**config.mk**
```make
export PLATFORM = sky130hd
export DESIGN_NAME = alu_input_ctrl
export DESIGN_NICKNAME = d
export VERILOG_FILES = /design/src/rtl/alu_pkg.sv /design/src/rtl/btn_edge.sv /design/src/rtl/alu_input_ctrl.sv
export SDC_FILE = /design/constraint.sdc
export NUM_CORES = 1
export LEC_CHECK = 0
export ABC_AREA = 1
export BUFFER_PORTS_ARGS = -buffer_cell sky130_fd_sc_hd__buf_2
export CAP_MARGIN = 40
export CORE_MARGIN = 4
export CORE_UTILIZATION = 52
export CTS_CLUSTER_SIZE = 24
export DETAILED_ROUTE_END_ITERATION = 8
export HOLD_SLACK_MARGIN = 0.05
export PLACE_DENSITY = 0.83
export SYNTH_ARGS = -nofsm -noshare
export SYNTH_HDL_FRONTEND = slang
export SYNTH_SLANG_ARGS = --single-unit
```
**constraint.sdc**
```tcl
create_clock -name clk -period 1.7 [get_ports clk]
set_clock_uncertainty 0.05 [all_clocks]
set_input_delay 0.425 -clock clk [delete_from_list [all_inputs] [get_ports clk]]
set_output_delay 0.425 -clock clk [all_outputs]
set_load 0.1 [all_outputs]
```
**src/rtl/alu_pkg.sv**
```systemverilog
// Shared definitions for the ALU operator front end: opcodes, FSM states,
// flag bit positions and the opcode acceptance rule.
package alu_pkg;

  localparam logic [3:0] OP_ADD  = 4'b0000;
  localparam logic [3:0] OP_SUB  = 4'b0001;
  localparam logic [3:0] OP_MUL  = 4'b0010;
  localparam logic [3:0] OP_DIV  = 4'b0011;
  localparam logic [3:0] OP_MOD  = 4'b0100;
  localparam logic [3:0] OP_AND  = 4'b0101;
  localparam logic [3:0] OP_OR   = 4'b0110;
  localparam logic [3:0] OP_SHL  = 4'b0111;
  localparam logic [3:0] OP_SHR  = 4'b1000;
  localparam logic [3:0] OP_XOR  = 4'b1001;
  localparam logic [3:0] OP_LAST = 4'b1001;

  // Bit positions inside the captured {Z,N,C,V} flag vector.
  localparam int unsigned FLAG_Z = 3;
  localparam int unsigned FLAG_N = 2;
  localparam int unsigned FLAG_C = 1;
  localparam int unsigned FLAG_V = 0;

  typedef enum logic [2:0] {
    S_LOAD_A  = 3'd0,
    S_LOAD_B  = 3'd1,
    S_LOAD_OP = 3'd2,
    S_EXEC    = 3'd3,
    S_SHOW    = 3'd4
  } state_e;

  // An opcode is accepted only if it exists and does not divide by zero.
  function automatic logic op_accept(input logic [3:0] op, input logic b_is_zero);
    logic ok;
    ok = (op <= OP_LAST);
    if ((op == OP_DIV || op == OP_MOD) && b_is_zero) ok = 1'b0;
    return ok;
  endfunction

endpackage

```
**src/rtl/btn_edge.sv**
```systemverilog
// Two-flop synchronizer followed by a rising-edge detector: one pulse per press.
module btn_edge (
  input  logic clk,
  input  logic rst_n,
  input  logic btn_i,
  output logic pulse_o
);

  logic sync1_q, sync2_q, prev_q;

  // Synchronize the raw button and remember the previous synchronized level.
  always_ff @(posedge clk or negedge rst_n) begin
    if (!rst_n) begin
      sync1_q <= 1'b0;
      sync2_q <= 1'b0;
      prev_q  <= 1'b0;
    end else begin
      sync1_q <= btn_i;
      sync2_q <= sync1_q;
      prev_q  <= sync2_q;
    end
  end

  assign pulse_o = sync2_q & ~prev_q;

endmodule

```
**src/rtl/alu_input_ctrl.sv**
```systemverilog
// Operator front end for the lab ALU: captures A, B and opcode from the
// switches on successive load presses, then captures the ALU result and flags.
module alu_input_ctrl
  import alu_pkg::*;
#(
  parameter int N = 4
) (
  input  logic         clk,
  input  logic         rst_n,
  input  logic [N-1:0] sw,
  input  logic [3:0]   op_sw,
  input  logic         btn_load,
  input  logic         btn_clr,
  output logic [N-1:0] a,
  output logic [N-1:0] b,
  output logic [3:0]   opCode,
  input  logic [N-1:0] alu_out,
  input  logic         alu_z,
  input  logic         alu_n,
  input  logic         alu_c,
  input  logic         alu_v,
  output logic [N-1:0] result_q,
  output logic [3:0]   flags_q,
  output logic         done,
  output logic         err,
  output logic [2:0]   step
);

  logic load_pulse, clr_pulse;

  state_e       state_q, state_d;
  logic [N-1:0] a_q, a_d, b_q, b_d, result_d;
  logic [3:0]   op_q, op_d, flags_d;
  logic         done_q, done_d, err_q, err_d;

  btn_edge u_load_edge (
    .clk    (clk),
    .rst_n  (rst_n),
    .btn_i  (btn_load),
    .pulse_o(load_pulse)
  );

  btn_edge u_clr_edge (
    .clk    (clk),
    .rst_n  (rst_n),
    .btn_i  (btn_clr),
    .pulse_o(clr_pulse)
  );

  // State and datapath registers; reset is asynchronous so outputs clear at once.
  always_ff @(posedge clk or negedge rst_n) begin
    if (!rst_n) begin
      state_q  <= S_LOAD_A;
      a_q      <= '0;
      b_q      <= '0;
      op_q     <= '0;
      result_q <= '0;
      flags_q  <= '0;
      done_q   <= 1'b0;
      err_q    <= 1'b0;
    end else begin
      state_q  <= state_d;
      a_q      <= a_d;
      b_q      <= b_d;
      op_q     <= op_d;
      result_q <= result_d;
      flags_q  <= flags_d;
      done_q   <= done_d;
      err_q    <= err_d;
    end
  end

  // Next-state and register updates; clear overrides any load in the same cycle.
  always_comb begin
    state_d  = state_q;
    a_d      = a_q;
    b_d      = b_q;
    op_d     = op_q;
    result_d = result_q;
    flags_d  = flags_q;
    done_d   = done_q;
    err_d    = 1'b0;

    if (clr_pulse) begin
      state_d  = S_LOAD_A;
      result_d = '0;
      flags_d  = '0;
      done_d   = 1'b0;
    end else begin
      case (state_q)
        S_LOAD_A: begin
          if (load_pulse) begin
            a_d     = sw;
            state_d = S_LOAD_B;
          end
        end
        S_LOAD_B: begin
          if (load_pulse) begin
            b_d     = sw;
            state_d = S_LOAD_OP;
          end
        end
        S_LOAD_OP: begin
          if (load_pulse) begin
            if (op_accept(op_sw, b_q == '0)) begin
              op_d    = op_sw;
              state_d = S_EXEC;
            end else begin
              err_d = 1'b1;
            end
          end
        end
        S_EXEC: begin
          result_d         = alu_out;
          flags_d[FLAG_Z]  = alu_z;
          flags_d[FLAG_N]  = alu_n;
          flags_d[FLAG_C]  = alu_c;
          flags_d[FLAG_V]  = alu_v;
          done_d           = 1'b1;
          state_d          = S_SHOW;
        end
        S_SHOW: begin
          if (load_pulse) begin
            done_d  = 1'b0;
            state_d = S_LOAD_A;
          end
        end
        default: state_d = S_LOAD_A;
      endcase
    end
  end

  assign a      = a_q;
  assign b      = b_q;
  assign opCode = op_q;
  assign done   = done_q;
  assign err    = err_q;
  assign step   = state_q;

endmodule

```
**Word level (Yosys, flattened, before mapping)**

Index checks and enable logic that the tools add are counted.
Widths: inputs -> output; s select.

- Output and inout bits: 25
- Word-level logic and storage cells: 64
- Flip-flop bits (word level): 31

- Reductions and logical operators: 11
- Eq/ne operators: 11
- $lt $le $gt $ge: 1
- Mux-type cells: 22
- Bitwise gates (word level): 5

Operator list:

| cell | count |
|---|---|
| $mux 3 | 6 |
| $mux 4 | 4 |
| $ne 3x3->1 const B | 5 |
| $pmux 3 s5 | 1 |
| $mux 1 | 10 |
| $eq 3x2->1 const B | 2 |
| $reduce_and 3->1 | 2 |
| $reduce_and 5->1 | 1 |
| $eq 4x2->1 const B | 1 |
| $eq 4x3->1 const B | 1 |
| $le 4x4->1 const B | 1 |
| $logic_not 4->1 | 1 |
| $reduce_and 4->1 | 1 |
| $eq 3x1->1 const B | 1 |
| $eq 3x3->1 const B | 1 |
| $logic_not 3->1 | 1 |
| $not 1->1 | 3 |
| $reduce_bool 3->1 | 1 |
| $and 1x1->1 | 2 |
| $pmux 1 s2 | 1 |
| $reduce_and 2->1 | 1 |
| $reduce_bool 2->1 | 1 |
| $logic_and 1x1->1 | 1 |
| $logic_or 1x1->1 | 1 |

**Longest topological paths before layout**

Gate-level depths: netlist of the first run.

- Depth in word-level cells: 11
- Gate-level depth with buffers: 9
- Mapped depth without buffers: 9

**Hierarchy**

From an unflattened synthesis of the first run, not the netlist that was laid out.

- Cell total of the unflattened synthesis: 141
- Area total of the unflattened synthesis: 1326.3 um^2

Modules (own cells, without submodules):

| module | cells an instance | seq. area each (um^2) | area an instance (um^2) | times used |
|---|---|---|---|---|
| alu_input_ctrl | 131 | 625.6 | 1156.1 | 1 |
| btn_edge | 5 | 75.1 | 85.1 | 2 |

**Least setup slack after synthesis of the first run**

OpenSTA, ideal clock, no wires.

- Path type: register to register
- From: register state_q[1], in the netlist step[1]
- To: register done_q, in the netlist done
- Data required time: 1527 ps
- Cell stages (with the launch flop): 6
- Period minus slack after synthesis: 1853 ps
- Setup slack: -153 ps
- Library setup time: 123 ps
- Data arrival time: 1680 ps
- Path buffers: 0
- Cells stage by stage: dfrtp_1 nand3_2 nand2_2 nand2_1 nand2_1 o21ai_1

- Longest elaborated chain between the ends: 3

RTL lines:

| element | line | text |
|---|---|---|
| start, declared | alu_input_ctrl.sv:31 | `state_e state_q, state_d;` |
| start signal, assigned | alu_input_ctrl.sv:62 | `state_q <= state_d;` |
| $eq 3x3->1 or $eq 3x2->1 (tied branches) | alu_input_ctrl.sv:90 | `case (state_q)` |
| $pmux 1 s2, or another cell as far along | alu_input_ctrl.sv:90 |  |
| $mux 1 or $reduce_and 2->1 (tied branches) | -- |  |
| end signal, assigned | alu_input_ctrl.sv:68 | `done_q <= done_d;` |
| end, declared | alu_input_ctrl.sv:34 | `logic done_q, done_d, err_q, err_d;` |

Several ways; a longest one is shown, not always the timed one.
A chain may end at the register's enable or synchronous reset.

**Worst setup path in the final report of the first run**

- From: register state_q[1], in the netlist step[1]
- To: output step[1]

RTL lines:

| element | line | text |
|---|---|---|
| end, declared | alu_input_ctrl.sv:26 | `output logic [2:0] step` |

No word-level cell between the ends.

==> flow_metrics.py, run 1 <==
metrics = {
    "sta": {
        "slew_headroom_pct": 56.3,
        "hold_viol": 0,
        "finalMaxSlewViolations": 0,
        "setup_tns_ps": 0,
        "post-route-period-util_pct": 96.4,
        "setup_viol": 0,
        "max_freq_mhz": 610,
        "rsz0062_at_grt": "no",
        "fin_crit_ps": 1640,
        "tightestPinTransition_ps": 656,
    },
    "yosys": {
        "syn-num-nets": 168,
        "ys.flop_type": "dfrtp_1",
        "syn_area_um2": 1300,
        "synth_edf_count": 0,
        "yosysSeqAreaShare_pct": 59.8,
        "async_reset_ff_share_pct": 100,
        "ys_seq_elements": 31,
        "netlist-cell-type-count": 15,
        "yosysWarnings": 0,
        "syn_inst": 148,
        "syn_avg_cell_area_um2": 8.76,
    },
    "detailed_routing": {
        "wire_per_inst_um": 12.4,
        "via_count": 1159,
        "drtIter0Drc": 48,
        "routed_via_density": 5.11,
        "ant_nets": 0,
        "wl_mm": 2.83,
        "drc": 0,
        "drt-pass1-iter-count": 4,
    },
    "global_routing": {
        "grt_usage_pct": 18.8,
        "grt_start_max_net_pins": 32,
        "grt_first_pass_wirelength_mm": 4.80,
        "antenna_found_initial": 0,
        "grt_pass1_vias": 1112,
        "overflow": 0,
    },
    "final_layout": {
        "fillers": 200,
        "diodes": 0,
        "regArea_um2": 781,
        "drive_above_1_share_pct": 30.7,
        "multi_input_area_um2": 433,
        "nets": 218,
        "area_delta_synth_final_pct": 23.6,
        "final_common_cell": "buf_2",
        "mostFrequentLayoutCells": "43 x buf_2, 38 x nand2_1, 27 x dfrtp_1",
    },
    "status": {
        "outcome": "finished, final reports clean",
    },
    "cts": {
        "cts_hold_buf": 0,
        "cts_buffers": 5,
        "clk_latency_ps": 320,
        "h-tree-depth": 2,
        "cts_tree": "yes",
        "cts-root-buf": "clkbuf_4",
        "clkTransAtPathRegs_ps": 90,
        "clock-sinks": 31,
        "clockBufferDepth": 2,
    },
    "setup_path": {
        "crit_path_end_kind": "primary output",
        "arrival_ps": 1160,
        "cp_max_fo": 5,
        "timing.critical_path.max_delay_family": "buffers and inverters",
        "slowest_delay_ps": 440,
        "critical_path_class": "reg -> out",
        "start_kind": "flop",
        "crit_chain": "buf_2",
        "worstPathBufferInverterCount": 1,
        "required_ps": 1220,
        "cp_slowest_cell": "buf_2",
    },
    "die": {
        "core_area_um2": 2300,
        "pin_count": 45,
        "die_x_um": 57.9,
        "die_h_um": 57.9,
        "row_count": 17,
        "initial_core_util_pct": 56.4,
        "dieArea_um2": 3360,
    },
    "placement": {
        "io_buffers": 44,
        "hpwl_mm": 2.13,
        "gp_congestion": 0.716,
    },
    "hold_path": {
        "hold_path_class": "in -> async",
    },
    "flow_run": {
        "maxCapViolCount": 0,
    },
}
-- synthesized netlist by cell type (2+ instances only) --
master	instances	area, µm²
nand3_1	21	105
inv_1	19	71.3
o21ai_0	10	50.1
nor2_1	11	41.3
nand2_2	2	12.5
a21oi_1	2	10.0
nand2_1	38	143
dfrtp_1	31	776
nand3_2	3	30.0
o21ai_1	6	30.0
-- stage by stage --
stage / cell area, µm² / hold slack, ps / utilization, % / cells / setup slack (ps)
floorplan: 1300 / 79.4 / - / 148 / 5.14
global placement: 1550 / 282 / 67.5 / 219 / 404
detailed placement: 1550 / 288 / 67.5 / 219 / 355
CTS: 1600 / 88.2 / 69.7 / 227 / 32.3
global route: 1600 / 113 / 69.8 / 227 / 7.17
finish: 1600 / 71.1 / 69.8 / 227 / 60.4
-- worst register-to-register path, delay by kind of cell (launching register included) --
kind               cells  cell delay (ps)
and+or+nand+nor        2              530
DFF                    1              450
AOI/OAI and AO/OA      1              250
-- final timing paths --
path / endpoint / depth (start not counted) / slack, ps / startpoint
min reg2reg: u_load_edge.sync2_q / 0 / 300 / u_load_edge.sync1_q
min: opCode[3] / 1 / 70 / rst_n
max reg2reg: a[0] / 3 / 330 / step[0]
max: step[1] / 1 / 60 / step[1]
max in group asynchronous: b[0] / 1 / 1070 / rst_n
min in group clk: u_clr_edge.sync1_q / 1 / 160 / btn_clr
-- per-layer routing --
metal	wire length, µm	track usage (%)	part of all wire (%)
met1	1100	21.7	39
met2	1470	31.5	52
met3	175	6.46	6.2
met4	76	8.61	2.7
met5	0	0	0
-- sequential cells by signal, summed over array words and instances, names as in the netlist --
signal / cells
opCode: 4
u_load_edge.sync2_q: 1
u_clr_edge.sync1_q: 1
flags_q: 4
a: 4
u_load_edge.sync1_q: 1
u_load_edge.prev_q: 1
u_clr_edge.prev_q: 1
b: 4
step: 3
u_clr_edge.sync2_q: 1
result_q: 4
err: 1
done: 1
-- cells by family after synthesis --
logic type,Yosys count,share of synthesized area (%)
DFF,31,59.8
AOI/OAI and AO/OA,18,6.95
buffers and inverters,22,6.76
and+or+nand+nor,77,26.4
-- cell type report --
cell class / instances / area share, %
Clock buffer: 8 / 3.04
Inverter: 20 / 4.68
Multi-Input combinational cell: 95 / 27.0
Sequential cell: 31 / 48.7
Tap cell: 28 / 2.19
Timing Repair Buffer: 45 / 14.4
-- timing repair --
item / in CTS / in global routing
endpoints found under the hold margin: 0 / 0
setup endpoints to repair: 0 / 1
setup buffers: 0 / 0
gates resized for setup: 0 / 1
Power of run 1 is not shown: default switching activity piles up to over one toggle a cycle in this logic, so the estimate is an artifact.
==> inputs of run 2 (changes only) <==
Settings changed: REMOVE_ABC_BUFFERS set to 1.
==> run 2 against run 1 <==
Against the previous run: via count down 2.0%; critical path depth unchanged; fmax up 1.4%; global-route usage down 1.6 points; final area up 1.2%; first-iteration DRC count down 23%; flip-flop and latch count unchanged.
==> flow_metrics.py, run 2 (synthesis results as in run 1) <==
metrics = {
    "detailed_routing": {
        "via_count": 1136,
        "drt-pass1-iter-count": 4,
        "drtIter0Drc": 37,
        "drc": 0,
        "wl_mm": 2.69,
        "ant_nets": 0,
        "routed_via_density": 5.00,
        "wire_per_inst_um": 11.9,
    },
    "final_layout": {
        "drive_above_1_share_pct": 29.6,
        "area_delta_synth_final_pct": 25.2,
        "diodes": 0,
        "final_common_cell": "buf_2",
        "mostFrequentLayoutCells": "41 x buf_2, 38 x nand2_1, 31 x dfrtp_1",
        "fillers": 193,
        "nets": 218,
    },
    "sta": {
        "post-route-period-util_pct": 95.1,
        "final.setup.worst_slack_ps": 82.8,
        "max_freq_mhz": 618,
        "fin_crit_ps": 1620,
        "rsz0062_at_grt": "no",
        "tightestPinTransition_ps": 659,
        "finalMaxSlewViolations": 0,
        "hold_viol": 0,
        "setup_viol": 0,
        "slew_headroom_pct": 56.1,
    },
    "setup_path": {
        "start_kind": "flop",
        "crit_path_end_kind": "primary output",
        "worstPathBufferInverterCount": 1,
        "critical_path_class": "reg -> out",
        "timing.critical_path.max_delay_family": "buffers and inverters",
        "arrival_ps": 1140,
        "required_ps": 1220,
        "cp_max_fo": 3,
        "slowest_delay_ps": 440,
        "cp_slowest_cell": "buf_2",
        "crit_chain": "buf_2",
    },
    "cts": {
        "cts_buffers": 5,
        "cts_hold_buf": 0,
        "h-tree-depth": 2,
        "cts_tree": "yes",
        "clkTransAtPathRegs_ps": 90,
        "clock-sinks": 31,
        "clockBufferDepth": 2,
        "clk_latency_ps": 320,
        "cts-root-buf": "clkbuf_4",
    },
    "hold_path": {
        "hold_path_class": "in -> async",
    },
    "placement": {
        "io_buffers": 44,
        "gp_congestion": 0.775,
        "hpwl_mm": 2.10,
        "dp_slack_ps": 347,
    },
    "die": {
        "die_x_um": 57.9,
        "pin_count": 45,
        "die_h_um": 57.9,
        "core_area_um2": 2300,
        "dieArea_um2": 3360,
        "row_count": 17,
        "initial_core_util_pct": 56.4,
    },
    "global_routing": {
        "grt_pass1_vias": 1078,
        "grt_start_max_net_pins": 32,
        "grt_first_pass_wirelength_mm": 4.41,
        "overflow": 0,
        "antenna_found_initial": 0,
        "grt_usage_pct": 17.2,
    },
    "flow_run": {
        "maxCapViolCount": 0,
    },
    "status": {
        "outcome": "finished, final reports clean",
    },
}
run 2: worst paths after layout:
| kind | slack (ps) | cells past startpoint | startpoint | endpoint |
|---|---|---|---|---|
| min in group clk | 150 | 1 | btn_load | u_load_edge.sync1_q |
| setup / recovery | 80 | 1 | b[2] | b[2] |
| hold reg to reg | 310 | 0 | u_load_edge.sync1_q | u_load_edge.sync2_q |
| hold / removal | 80 | 1 | rst_n | opCode[1] |
| setup reg to reg | 330 | 6 | step[2] | done |
| max in group asynchronous | 1100 | 1 | rst_n | opCode[0] |
run 2: cell type report:
type                            instances  area [µm²]  area share (%)
Tap cell                               28        35.0            2.16
Sequential cell                        31         776            47.8
Inverter                               20        75.1            4.63
Clock buffer                            8        68.8            4.24
Multi-Input combinational cell         95         433            26.7
Timing Repair Buffer                   45         235            14.5
run 2: metal layers:
metal | GRT usage (%) | vias up | part of all wire (%)
met4 | 8.94 | 0 | 1.4
met2 | 29.7 | 34 | 51
met5 | 0 | - | 0
met1 | 19.3 | 527 | 41
met3 | 4.68 | 5 | 7.0
li1 | - | 570 | -
run 2: stage by stage:
stage	area, µm²	util, %	cells	hold slack (ps)	setup TNS (ps)
after global routing	1620	70.6	227	113	0
final	1620	70.6	227	75.2	0
after CTS	1620	70.5	227	91.4	0
after detailed placement	1550	67.3	219	286	0
after global placement	1550	67.3	219	286	0
after floorplan	1280	-	146	79.4	-1280
run 2: repair_timing:
action / CTS / global route
resized for setup: 2 / 1
gates cloned: 0 / 0
hold endpoints to repair: 0 / 0
setup buffers: 0 / 0
setup endpoints to repair: 2 / 1
Power of run 2 is left out for the same reason.
